`config.mk`:
```
export PLATFORM = sky130hd
export DESIGN_NAME = cipher_out_serializer
export DESIGN_NICKNAME = d
export VERILOG_FILES = /design/src/rtl/cipher_out_serializer.sv
export SDC_FILE = /design/constraint.sdc
export NUM_CORES = 1
export LEC_CHECK = 0
export BUFFER_PORTS_ARGS = -buffer_cell sky130_fd_sc_hd__buf_4
export CAP_MARGIN = 10
export CORE_MARGIN = 10
export CORE_UTILIZATION = 35
export CTS_BUF_LIST = sky130_fd_sc_hd__clkbuf_4 sky130_fd_sc_hd__clkbuf_8
export DETAILED_ROUTE_END_ITERATION = 12
export REMOVE_ABC_BUFFERS = 1
export SLEW_MARGIN = 15
export SYNTH_ARGS = -nofsm -noshare
export SYNTH_HDL_FRONTEND = slang
export SYNTH_SLANG_ARGS = --single-unit
```
`constraint.sdc`:
```
create_clock -name clk -period 13.5 [get_ports clk]
set_input_delay 1.35 -clock clk [delete_from_list [all_inputs] [get_ports clk]]
set_output_delay 1.35 -clock clk [all_outputs]
set_load 0.03 [all_outputs]
```
`src/rtl/cipher_out_serializer.sv`:
```
// Output serializer for the cipher core: buffers 128-bit result blocks in a small FIFO and
// streams each one as four 32-bit words, most significant first, on a ready/valid interface.
module cipher_out_serializer #(
    parameter int unsigned DEPTH = 4,
    parameter int unsigned AW    = 2
) (
    input  logic          clk,
    input  logic          rst,
    input  logic          vin,
    input  logic          tin,
    input  logic [127:0]  din,
    output logic          m_valid,
    input  logic          m_ready,
    output logic [31:0]   m_data,
    output logic          m_type,
    output logic          m_last,
    output logic [AW:0]   level,
    output logic          ovf,
    input  logic          clr_ovf
);

    localparam logic [AW:0] FULL = (AW + 1)'(DEPTH);

    logic [128:0]  mem_q [DEPTH];
    logic [AW-1:0] wr_ptr_q, wr_ptr_d;
    logic [AW-1:0] rd_ptr_q, rd_ptr_d;
    logic [1:0]    idx_q, idx_d;
    logic [AW:0]   level_q, level_d;
    logic          ovf_q, ovf_d;
    logic          xfer, pop, push, drop;
    logic [128:0]  head;

    always_comb begin
        head    = mem_q[rd_ptr_q];
        m_valid = (level_q != '0);
        xfer    = m_valid & m_ready;
        pop     = xfer & (idx_q == 2'd3);
        // A full FIFO still accepts a block when the head leaves in the same cycle.
        push    = vin & ((level_q != FULL) | pop);
        drop    = vin & (level_q == FULL) & ~pop;

        wr_ptr_d = push ? wr_ptr_q + AW'(1) : wr_ptr_q;
        rd_ptr_d = pop  ? rd_ptr_q + AW'(1) : rd_ptr_q;
        idx_d    = xfer ? idx_q + 2'd1 : idx_q;

        level_d = level_q;
        unique case ({push, pop})
            2'b10:   level_d = level_q + (AW + 1)'(1);
            2'b01:   level_d = level_q - (AW + 1)'(1);
            default: level_d = level_q;
        endcase

        // A drop in the same cycle as a clear leaves the flag set.
        if (drop) begin
            ovf_d = 1'b1;
        end else if (clr_ovf) begin
            ovf_d = 1'b0;
        end else begin
            ovf_d = ovf_q;
        end
    end

    always_comb begin
        m_data = '0;
        m_type = 1'b0;
        m_last = 1'b0;
        if (m_valid) begin
            m_type = head[128];
            m_last = (idx_q == 2'd3);
            unique case (idx_q)
                2'd0:    m_data = head[127:96];
                2'd1:    m_data = head[95:64];
                2'd2:    m_data = head[63:32];
                default: m_data = head[31:0];
            endcase
        end
    end

    assign level = level_q;
    assign ovf   = ovf_q;

    always_ff @(posedge clk or posedge rst) begin
        if (rst) begin
            wr_ptr_q <= '0;
            rd_ptr_q <= '0;
            idx_q    <= '0;
            level_q  <= '0;
            ovf_q    <= 1'b0;
        end else begin
            wr_ptr_q <= wr_ptr_d;
            rd_ptr_q <= rd_ptr_d;
            idx_q    <= idx_d;
            level_q  <= level_d;
            ovf_q    <= ovf_d;
        end
    end

    // Storage is not reset; entries are only read while level is non-zero.
    always_ff @(posedge clk) begin
        if (push) begin
            mem_q[wr_ptr_q] <= {tin, din};
        end
    end

endmodule

```
==> summary.txt, run 1 <==
Status
  – Status: finished clean

Placed design
  – Detailed placement HPWL: around 28 mm
  – Pre-CTS WS: approximately 8.5 ns
  – Port bufs: about 170
  – Cell Area, Placed: roughly 23000 µm²
  – GPL Wtd Cong: between 0.7 and 0.8
  – Inst Count DP: between 2000 and 2500

STA
  – Final worst path period share: between 40% and 50%
  – Fin. Hold Viols: 0
  – Worst rel slew slack: 27.43%
  – Hold Slack: approximately 0.55 ns
  – Tightest Pin Transition: 1.089 ns
  – Post-route minimum period: 5.638 ns
  – Setup WS post-layout: between 7 and 8 ns
  – Max Clock Freq: 177.4 MHz
  – Setup tns final: 0 ns
  – Final setup viols: 0
  – RSZ-0062 raised after global routing: no
  – Slew Limit Fails: 0
  – Clock skew: between 0.02 and 0.03 ns

Layout
  – Fin area: between 20000 and 25000 µm²
  – Nets: ~1500
  – Share of layout cells above drive strength 1: 28.68%
  – Util after Layout: about two fifths
  – Area of the multi-input gates: between 4000 and 5000 µm²
  – Layout area overhead: 18.39%
  – Sequential Area: 15750 µm²
  – Finished Layout Cells: 2193
  – # fillers: ~5200

Clock tree
  – Worst-Skew Late Latency: 0.67 ns
  – Count of cells resized by post-cts repair: 0
  – Clock Pin Slew Worst Setup and Hold Paths: roughly 0.060 ns
  – CTS tree: yes
  – Root Buffer Master: clkbuf_8
  – Clk sinks: around 530
  – Bufs on Longest Clock Path: 3
  – Hold_buf cts: 0
  – Total CTS buffers: 87
  – Htree depth: 3
  – Postcts setup bufs: 0

Routing
  – Detail Route Antenna Nets: 0
  – DR DRC count: 0
  – DR vias: about 11000
  – Via-to-Cell Ratio: 5.001
  – Iteration-0 DRC count of the detailed router: around 630
  – Final wirelength: 49.91 mm
  – WL per Instance: about 23 µm
  – Pre-antenna DRT Iters: 5

Global routing
  – Global-route wire length before repair: between 70 and 80 mm
  – GRT overflow: 0
  – Global route hottest layer: met2
  – GR Util met2: between 20 and 25%
  – Met3 Resource Use GR: 3.923%
  – Initial antenna violation count: 8
  – GRT met1 Usage: between 10% and 20%
  – Overall Global Routing Usage: between 10% and 20%
  – Vias in the first global route: roughly 11000
  – Largest net degree at the start of global routing: 60

Synthesis
  – Main synth FF type: edfxtp_1
  – Synth cell types: 38
  – Synthesized area: just over 20000 µm²
  – Synth area leaders: edfxtp_1 75%, mux2i_1 7.5%, mux4_2 3.8%
  – Syn_area_per_cell: around 18 µm²
  – Multiplexer area fraction after synthesis: between 10 and 15%
  – Post-synth EDFFs: 516
  – Largest family of logic cells by synthesized area: multiplexers
  – Area share of and/or/nand/nor cells after synthesis: 2.670%
  – Yosys top cell area share: roughly three quarters
  – Compound-cell area share of the yosys netlist: under 10%
  – Synth warn: 0
  – Synth Area in Adders: less than 1%
  – Yosys reg bits: around 530
  – Largest area contributor in the netlist: edfxtp_1
  – Synth Instances: approximately 1100
  – Post-synth ARST share: about 1.9%
  – Post-Synth XOR/XNOR Area: less than 1%
  – Seq/Total Area, Yosys: approximately three quarters

Floorplanning
  – CORE AREA: around 59000 µm²
  – # rows: 89
  – I/O pin count: 173
  – Die Width: 263.0 µm
  – Starting Density: a little over a third
  – Die height: around 260 µm
  – Die ar.: slightly below 70000 µm²

Power and ir drop
  – Power density cells: 230.3 nW/µm²
  – Leakage Power: between 8 and 9 nW
  – Maximum VDD drop: around 95 µV
  – Power consumption: 5.633 mW

Worst setup path
  – Worst Path Arrival: ~4.3 ns
  – Max Fanout on Critical Path: 57
  – R2R cell count: 6
  – Critical Path RT: around 12 ns
  – Critical Path Start: rd_ptr_q[1]
  – Critical path class: register to primary output
  – Critical path startpoint category: register
  – Reg2reg start: idx_q[0]
  – CP endpoint: m_data[10]
  – Reg2reg end: mem_q[2][36]
  – CP endpoint kind: primary output
  – FF-to-FF setup slack: between 9 and 10 ns

Hold path
  – Min-Delay Path Class: register to register

Flow run
  – Maximum capacitance violations: 0
-- how the worst min path moves through the flow --
stage              from       end  slack (ns)  cells past startpoint
2_1_floorplan  idx_q[0]  idx_q[0]        0.52                      1
3_3_place_gp        ovf       ovf        0.51                      2
3_5_place_dp        ovf       ovf        0.54                      2
4_1_cts             ovf       ovf        0.55                      2
5_1_grt             ovf       ovf        0.56                      2
6_report            ovf       ovf        0.55                      2
-- sequential cells by signal, summed over array words and instances (netlist names) --
name	flops
mem_q	516
level	3
idx_q	2
rd_ptr_q	2
wr_ptr_q	2
ovf	1
-- metal layers --
layer	routed length [µm]	share of wire, %	vias up
met2	24120	48	250
met4	950	1.9	14
met3	2751	5.5	86
met1	21990	44	5633
li1	-	-	4984
met5	99	0.20	-
-- synthesized netlist by cell type (2+ instances only) --
cell / n
ha_1: 9
and2_1: 6
nand2b_1: 2
a2111oi_2: 30
nand3_1: 33
inv_1: 10
o21ai_0: 68
buf_4: 8
nor2_1: 64
a211oi_1: 2
buf_2: 23
o22ai_1: 31
xnor2_1: 4
buf_6: 11
xor2_1: 2
dfrtp_1: 10
nand2_1: 12
nor2b_1: 3
mux4_2: 35
or3_1: 2
edfxtp_1: 516
mux2i_1: 155
a21oi_1: 65
clkbuf_1: 25
-- area by class of cell --
| type | instances | share of cell area, % |
|---|---|---|
| inverter | 10 | 0.1534 |
| sequential | 526 | 64.40 |
| tap | 773 | 3.954 |
| clock buffer | 111 | 5.734 |
| multi-input combinational | 536 | 18.45 |
| antenna | 1 | 0.01023 |
| clock inverter | 45 | 1.391 |
| timing repair buffer | 191 | 5.913 |
-- worst max-delay path, stage by stage, from the launching register on --
cell       delay [ns]
dfrtp_4          0.65
buf_4            0.64
buf_4            0.87
nor2_4           0.05
buf_4            0.41
a2111oi_2        0.46
a21oi_1          0.21
buf_4            0.22
-- layout by cell type, fill, tap and decap left out, types with 2 or more instances in the layout --
cell        synthesis  routed
a2111oi_2          30      30
a211oi_1            2       2
a21oi_1            65      65
and2_1              6       2
and2_4              0       4
buf_4               8     190
bufinv_16           0       5
clkbuf_4            1      20
clkbuf_8            0      91
clkinv_1            0      21
clkinv_2            0      13
clkinvlp_4          0       5
dfrtp_1            10       8
dfrtp_4             0       2
edfxtp_1          516     516
ha_1                9       7
ha_2                0       2
inv_1              10       9
mux2i_1           155     155
mux4_2             35      35
nand2_1            12      10
nand2_2             0       2
nand2b_2            0       2
nand3_1            33      33
nor2_1             64      63
nor2b_1             3       3
o21ai_0            68      68
o22ai_1            31      31
xnor2_1             4       4
xor2_1              2       2
-- where the power goes --
part           leakage (nW)  total (mW)  switching [mW]  internal [mW]
registers              4.84        2.27           0.117           2.16
clock network         0.906        1.40           0.624          0.776
logic                  2.72        1.96            1.26          0.702
-- cell families after synthesis --
kind of cell             Yosys count
adder cells (fa/ha/maj)           10
AND/OR/NAND/NOR                  125
multiplexers                     191
buffers and inverters             78
AO/OA/AOI/OAI                    204
flip-flops                       526
XOR/XNOR                           6
Power figures use the tool's default switching activity.
==> inputs of run 2 (changes only) <==
- clock period: 13.5 -> 4.7 ns (I/O delays scaled with it)
==> run 2 against run 1 <==
Worst setup slack got worse by 7.2 ns. Flip-flop and latch count is the same. Highest routed layer unchanged. Sequential power rose to 2.9 times the previous value. Wire length fell by 0.73%. Power rose to 2.9 times the previous value. Critical path depth is the same. Critical path type unchanged. Global-route usage increased by 0.051 points. Critical endpoint is now m_data[25].
==> summary.txt, run 2 (synthesized netlist as in run 1, its figures left out) <==
Clock tree
  – Clk sinks: 526 (unchanged)
  – Hold_buf cts: 131 (+131)
  – Root Buffer Master: clkbuf_8
  – Postcts setup bufs: 0 (unchanged)
  – CTS tree: yes
  – Total CTS buffers: 89 (+2.3%)
  – Clock Pin Slew Worst Setup and Hold Paths: 0.06 ns (about the same)
  – Bufs on Longest Clock Path: 3 (unchanged)
  – Count of cells resized by post-cts repair: 0 (unchanged)
  – Worst-Skew Late Latency: 0.66 ns (about the same)
  – Htree depth: 3 (unchanged)

Worst setup path
  – Worst path bufs/invs: 3 (-1)
  – Critical path class: register to primary output
  – Worst Path Arrival: 3.59 ns (-0.70 ns)
  – Crit path top cell by count: buf_4
  – Critical path startpoint category: register
  – Slowest stage delay, CP: 0.93 ns (+0.06 ns)
  – Max Fanout on Critical Path: 47 (-18%)
  – CP endpoint kind: primary output
  – Crit path max-delay family: buffers and inverters
  – Slowest cell on crit path: dfrtp_4
  – Crit-path cells: buf_4 -> buf_4 -> mux2i_1 -> o21ai_0 -> a21oi_1 -> a21oi_1 -> buf_4
  – Critical Path RT: 4.23 ns (-7.92 ns)

Status
  – Status: finished clean

STA
  – Setup tns final: 0 ns (unchanged)
  – Post-route minimum period: about 4.1 ns
  – Final setup viols: 0 (unchanged)
  – Worst rel slew slack: 31.07% (+3.6 points)
  – Clock skew: 0.03183 ns (+0.002022 ns)
  – Max Clock Freq: 246.2 MHz
  – Hold Slack: 0.1421 ns (-0.4089 ns)
  – Final worst path period share: 86.43%
  – Tightest Pin Transition: 1.034 ns (-0.05455 ns)
  – RSZ-0062 raised after global routing: no
  – Fin. Hold Viols: 0 (unchanged)
  – Slew Limit Fails: 0 (unchanged)

Global routing
  – Largest net degree at the start of global routing: 93 (+55%)
  – Global-route wire length before repair: 75.60 mm (+2.5%)
  – Initial antenna violation count: 5 (-3)
  – Vias in the first global route: 12406 (+7.9%)
  – Overall Global Routing Usage: 14.18% (+0.051 points)
  – GRT overflow: 0 (unchanged)

Floorplanning
  – I/O pin count: 173 (unchanged)
  – CORE AREA: 58690 µm² (unchanged)
  – Die Width: 263.0 µm (unchanged)
  – Die height: 263.0 µm (unchanged)
  – # rows: 89 (unchanged)
  – Die ar.: 69150 µm² (unchanged)
  – Starting Density: 35.21% (unchanged)

Power and ir drop
  – Power density cells: 627.7 nW/µm² (+170%)
  – Maximum VDD drop: 458.0 µV (+380%)
  – Leakage Power: 9.045 nW (+6.9%)

Placed design
  – Port bufs: 172 (unchanged)
  – Detailed placement HPWL: 28.25 mm (+0.53%)
  – GPL Wtd Cong: 0.6988 (-2.7%)
  – Inst Count DP: 2040 (+0.20%)

Layout
  – Nets: 1633 (+9.2%)
  – Max reg flops: 516 (unchanged)
  – Finished Layout Cells: 2331 (+6.3%)
  – Commonest non-fill, non-tap cell in the layout: edfxtp_1
  – Layout area overhead: 25.24%
  – Commonest cells after routing, fill and taps aside: 516 x edfxtp_1, 187 x buf_4, 155 x mux2i_1, 131 x dlygate4sd3_1, 94 x clkbuf_8
  – Util after Layout: 44.10% (+2.4 points)
  – Largest reg by FF count: mem_q
  – Share of layout cells above drive strength 1: 26.21% (-2.5 points)

Routing
  – DR DRC count: 0 (unchanged)
  – Final wirelength: 49.55 mm (-0.73%)
  – Iteration-0 DRC count of the detailed router: 793 (+26%)
  – WL per Instance: 21.26 µm (-6.6%)
  – Detail Route Antenna Nets: 0 (unchanged)
  – Via-to-Cell Ratio: 4.963 (-0.76%)
  – DR vias: 11568 (+5.5%)
  – Pre-antenna DRT Iters: 5 (unchanged)

Hold path
  – Min-Delay Path Class: input port to register

Flow run
  – Maximum capacitance violations: 0 (unchanged)
-- run 2: cell types whose count changed in the layout (fill, tap and decap cells not counted), moves of 4 or more --
cell	before	now
clkbuf_4	20	25
buf_12	1	8
dlygate4sd3_1	0	131
clkinv_2	13	5
diode_2	1	5
-- run 2: layout make-up --
| class | count | area, µm² |
|---|---|---|
| clock inverters | 36 | 237.7 |
| diodes | 5 | 12.51 |
| flip-flops and latches | 526 | 15750 |
| multi-input cells | 536 | 4513 |
| repair buffers | 326 | 2875 |
| well taps | 773 | 967.2 |
| clock buffers | 119 | 1481 |
| inverters | 10 | 37.54 |
| fillers | 5184 | 32810 |
-- run 2: metal layers --
metal	up-vias	track usage, %	wire length [µm]
met5	-	0	30
met4	6	4.924	998
met1	5931	17.95	21670
met2	286	23.55	24390
li1	5269	-	-
met3	76	3.253	2458
-- run 2: worst min-delay path: stages --
cell,delay [ns]
buf_4,0.13
nand2_1,0.09
xnor2_1,0.07
-- run 2: path summary, 6_finish.rpt --
path                             start            to  slack (ns)  cells past startpoint
min in group asynchronous          rst      idx_q[1]        0.37                      3
max                        rd_ptr_q[1]    m_data[25]        0.64                      7
min                            m_ready      idx_q[0]        0.14                      3
min reg2reg                        ovf           ovf        0.58                      2
max in group asynchronous          rst   rd_ptr_q[1]        3.98                      3
max reg2reg                   idx_q[0]  mem_q[2][51]        1.61                      5
-- run 2: per-stage QoR --
| step | total power [mW] | setup slack, ns | cell area (µm²) |
|---|---|---|---|
| 2_1_floorplan | 10.69 | -3.757 | 20260 |
| 3_3_place_gp | 12.32 | 1.338 | 22830 |
| 3_5_place_dp | 12.40 | 1.305 | 22830 |
| 4_1_cts | 16.51 | 0.5363 | 25860 |
| 5_1_grt | 17.14 | 0.3485 | 25870 |
| 6_report | 16.24 | 0.6380 | 25880 |
-- run 2: report_power, final --
group	internal (mW)	total (mW)	switching (mW)
clock network	2.20	3.97	1.77
registers	6.18	6.53	0.347
logic	2.15	5.75	3.60
==> inputs of run 3 (changes only) <==
- ABC_AREA: not set -> 1
==> run 3 against run 2 <==
Utilization fell by 0.18 points. Final area is 2.6% higher. Fmax is 7.1% higher. Flip-flop and latch count unchanged. First-iteration DRC count up 9.2%. Sequential share of layout area decreased by 1.6 points. Synthesized area up 3.5%. Wire length rose by 10%. Die area increased by 3.2%. Count of clock-buffer cells in the layout rose by 6. Sequential power shrank 0.9%.
==> summary.txt, run 3 <==
Layout
  – Commonest cells after routing, fill and taps aside: 516 x edfxtp_1, 392 x nor2_1, 362 x nand2_1, 192 x buf_4, 179 x o21ai_0
  – Area of the multi-input gates: 4915 µm² (+8.9%)
  – Share of layout cells above drive strength 1: 16.13% (-10 points)
  – Util after Layout: 43.91% (-0.18 points)
  – Sequential Area: 15750 µm² (unchanged)
  – Largest reg by FF count: mem_q
  – Max reg flops: 516 (unchanged)
  – Layout area overhead: 24.20%
  – Nets: 2288 (+40%)
  – # fillers: 5533 (+6.7%)
  – Commonest non-fill, non-tap cell in the layout: edfxtp_1

Synthesis
  – Largest area contributor in the netlist: edfxtp_1
  – Post-synth EDFFs: 516 (unchanged)
  – Syn_area_per_cell: 11.72 µm² (-35%)
  – Main synth FF type: edfxtp_1
  – Seq/Total Area, Yosys: 73.64% (-2.6 points)
  – Count leader, synth: edfxtp_1
  – Yosys top cell area share: 72.47% (-2.5 points)
  – Synth area leaders: edfxtp_1 72%, nor2_1 7.0%, nand2_1 6.4%
  – Synth cell types: 24 (-37%)
  – Synth warn: 0 (unchanged)
  – Synth Instances: 1825 (+60%)
  – Synthesized area: 21380 µm² (+3.5%)
  – Post-synth ARST share: 1.901% (unchanged)
  – Yosys reg bits: 526 (unchanged)
  – Most frequent cells after synthesis: 516 x edfxtp_1, 396 x nor2_1, 362 x nand2_1, 179 x o21ai_0, 100 x nand3_1

Clock tree
  – Htree depth: 3 (unchanged)
  – Postcts setup bufs: 0 (unchanged)
  – Hold_buf cts: 131 (unchanged)
  – Worst-Skew Late Latency: 0.68 ns (+0.02 ns)
  – Clk sinks: 526 (unchanged)
  – Count of cells resized by post-cts repair: 0 (unchanged)
  – Total CTS buffers: 91 (+2.2%)
  – Clock Pin Slew Worst Setup and Hold Paths: 0.06 ns (about the same)
  – Root Buffer Master: clkbuf_8
  – CTS tree: yes
  – Bufs on Longest Clock Path: 3 (unchanged)

Placed design
  – Port bufs: 172 (unchanged)
  – Detailed placement HPWL: 28.15 mm (-0.37%)
  – GPL Wtd Cong: 0.7066 (+1.1%)

Floorplanning
  – # rows: 90 (+1.1%)
  – Starting Density: 35.36% (+0.15 points)
  – Die ar.: 71380 µm² (+3.2%)
  – CORE AREA: 60470 µm² (+3.0%)
  – Die Width: 267.2 µm (+1.6%)
  – I/O pin count: 173 (unchanged)
  – Die height: 267.2 µm (+1.6%)

Worst setup path
  – FF-to-FF setup slack: 2.02 ns (+0.41 ns)
  – Critical path class: register to primary output
  – CP endpoint kind: primary output
  – Crit-path cells: inv_6 -> buf_4 -> nor2_1 -> o21ai_0 -> o21ai_0 -> nor2_1 -> buf_4
  – R2R cell count: 6 (+1)
  – Worst Path Arrival: 3.32 ns (-0.27 ns)
  – Reg2reg start: idx_q[0]
  – Crit path max-delay family: buffers and inverters
  – Slowest stage delay, CP: 0.67 ns (-0.26 ns)
  – Critical Path RT: 4.23 ns (about the same)
  – Worst path bufs/invs: 3 (unchanged)
  – Reg2reg end: mem_q[3][35]
  – Critical path startpoint category: register
  – Max Fanout on Critical Path: 99 (+110%)
  – Slowest cell on crit path: inv_6

Routing
  – Iteration-0 DRC count of the detailed router: 866 (+9.2%)
  – DR DRC count: 0 (unchanged)
  – Final wirelength: 54.73 mm (+10%)
  – Pre-antenna DRT Iters: 5 (unchanged)
  – Via-to-Cell Ratio: 4.811 (-3.1%)
  – Detail Route Antenna Nets: 0 (unchanged)
  – WL per Instance: 18.25 µm (-14%)
  – DR vias: 14424 (+25%)

Power and ir drop
  – Power consumption: 17.32 mW (+6.6%)
  – Leakage Power: 9.946 nW (+10%)
  – Power density cells: 652.0 nW/µm² (+3.9%)
  – Maximum VDD drop: 576.4 µV (+26%)

Hold path
  – Hold Path Depth: 3 (unchanged)
  – WHS Endpoint: ovf
  – HP Start: vin
  – Min-Delay Path Class: input port to register

STA
  – Post-route minimum period: 3.792 ns (-0.2701 ns)
  – Worst rel slew slack: 28.46% (-2.6 points)
  – Final worst path period share: 80.68% (-5.7 points)
  – Max Clock Freq: 263.7 MHz (+7.1%)
  – Fin. Hold Viols: 0 (unchanged)
  – Tightest Pin Transition: 1.073 ns (+0.03913 ns)
  – Slew Limit Fails: 0 (unchanged)
  – Final setup viols: 0 (unchanged)
  – Clock skew: 0.04432 ns (+0.01250 ns)
  – RSZ-0062 raised after global routing: no

Global routing
  – Initial antenna violation count: 5 (unchanged)
  – Global-route wire length before repair: 83.71 mm (+11%)
  – GRT overflow: 0 (unchanged)
  – Overall Global Routing Usage: 15.28% (+1.1 points)
  – Largest net degree at the start of global routing: 163 (+75%)
  – Vias in the first global route: 14339 (+16%)

Flow run
  – Maximum capacitance violations: 0 (unchanged)

Status
  – Status: finished clean
## run 3: cell types whose count changed after synthesis, moves of 63 or more
cell,delta
nand3_1,+67
nor2_1,+332
o21ai_0,+111
nand2_1,+350
mux2i_1,-155
o21ai_1,+81
a21oi_1,-63
## run 3: stage by stage
| step | setup slack (ns) | hold WS (ns) | setup TNS, ns | instances | cell area (µm²) |
|---|---|---|---|---|---|
| after global placement | 1.601 | 0.4939 | 0 | 2702 | 23420 |
| after floorplan | -4.350 | 0.3102 | -1618.47 | 1722 | 20830 |
| after detailed placement | 1.593 | 0.5079 | 0 | 2702 | 23420 |
| after global routing | 0.6964 | 0.1048 | 0 | 2998 | 26560 |
| final | 0.9081 | 0.1445 | 0 | 2998 | 26560 |
| after CTS | 0.8408 | 0.05705 | 0 | 2995 | 26550 |
## run 3: worst register-to-register path, delay by kind of cell (launching register included)
family	cells	cell delay, ns
adders and majority gates	1	0.24
buffers and inverters	1	0.75
DFF	1	0.41
and+or+nand+nor	4	0.87
## run 3: worst max-delay path by stage
| stage | start | endpoint | slack (ns) | depth (start not counted) |
|---|---|---|---|---|
| 2_1_floorplan | rd_ptr_q[0] | m_data[14] | -4.35 | 7 |
| 3_3_place_gp | rd_ptr_q[0] | m_data[3] | 1.60 | 9 |
| 3_5_place_dp | rd_ptr_q[0] | m_data[3] | 1.59 | 9 |
| 4_1_cts | rd_ptr_q[0] | m_data[3] | 0.84 | 9 |
| 5_1_grt | rd_ptr_q[0] | m_data[3] | 0.70 | 9 |
| 6_report | rd_ptr_q[0] | m_data[4] | 0.91 | 7 |
## run 3: layer usage
metal | vias to the layer above | share of wire, % | GRT usage, %
met1 | 7023 | 44 | 19.53
met2 | 389 | 49 | 25.27
met3 | 78 | 5.9 | 3.531
met4 | 4 | 1.9 | 5.021
li1 | 6930 | - | -
met5 | - | 0.035 | 0
## run 3: cells by family (layout without fill, tap and decap cells)
kind of cell	after synthesis	in the layout	synth area share [%]
flip-flops	526	526	73.64
AND/OR/NAND/NOR	863	863	15.81
XOR/XNOR	5	5	0.2048
other	0	3	0
adder cells (fa/ha/maj)	10	10	0.6203
buffers and inverters	158	546	3.564
AO/OA/AOI/OAI	263	263	6.162
## run 3: cell type report
type                       count  area share (%)
clock inverter                37           1.088
antenna                        3         0.02827
inverter                      55          0.8057
clock buffer                 125           5.748
timing repair buffer         329           10.82
sequential                   526           59.32
multi-input combinational   1141           18.51
tap                          782           3.685
## run 3: power by group
group          total, mW  internal, mW  switching (mW)  leakage [nW]
Sequential          6.47          6.21           0.264          4.84
Clock               4.14          2.32            1.82         0.944
Combinational       6.70          1.97            4.73          4.16
Total               17.3          10.5            6.82          9.95
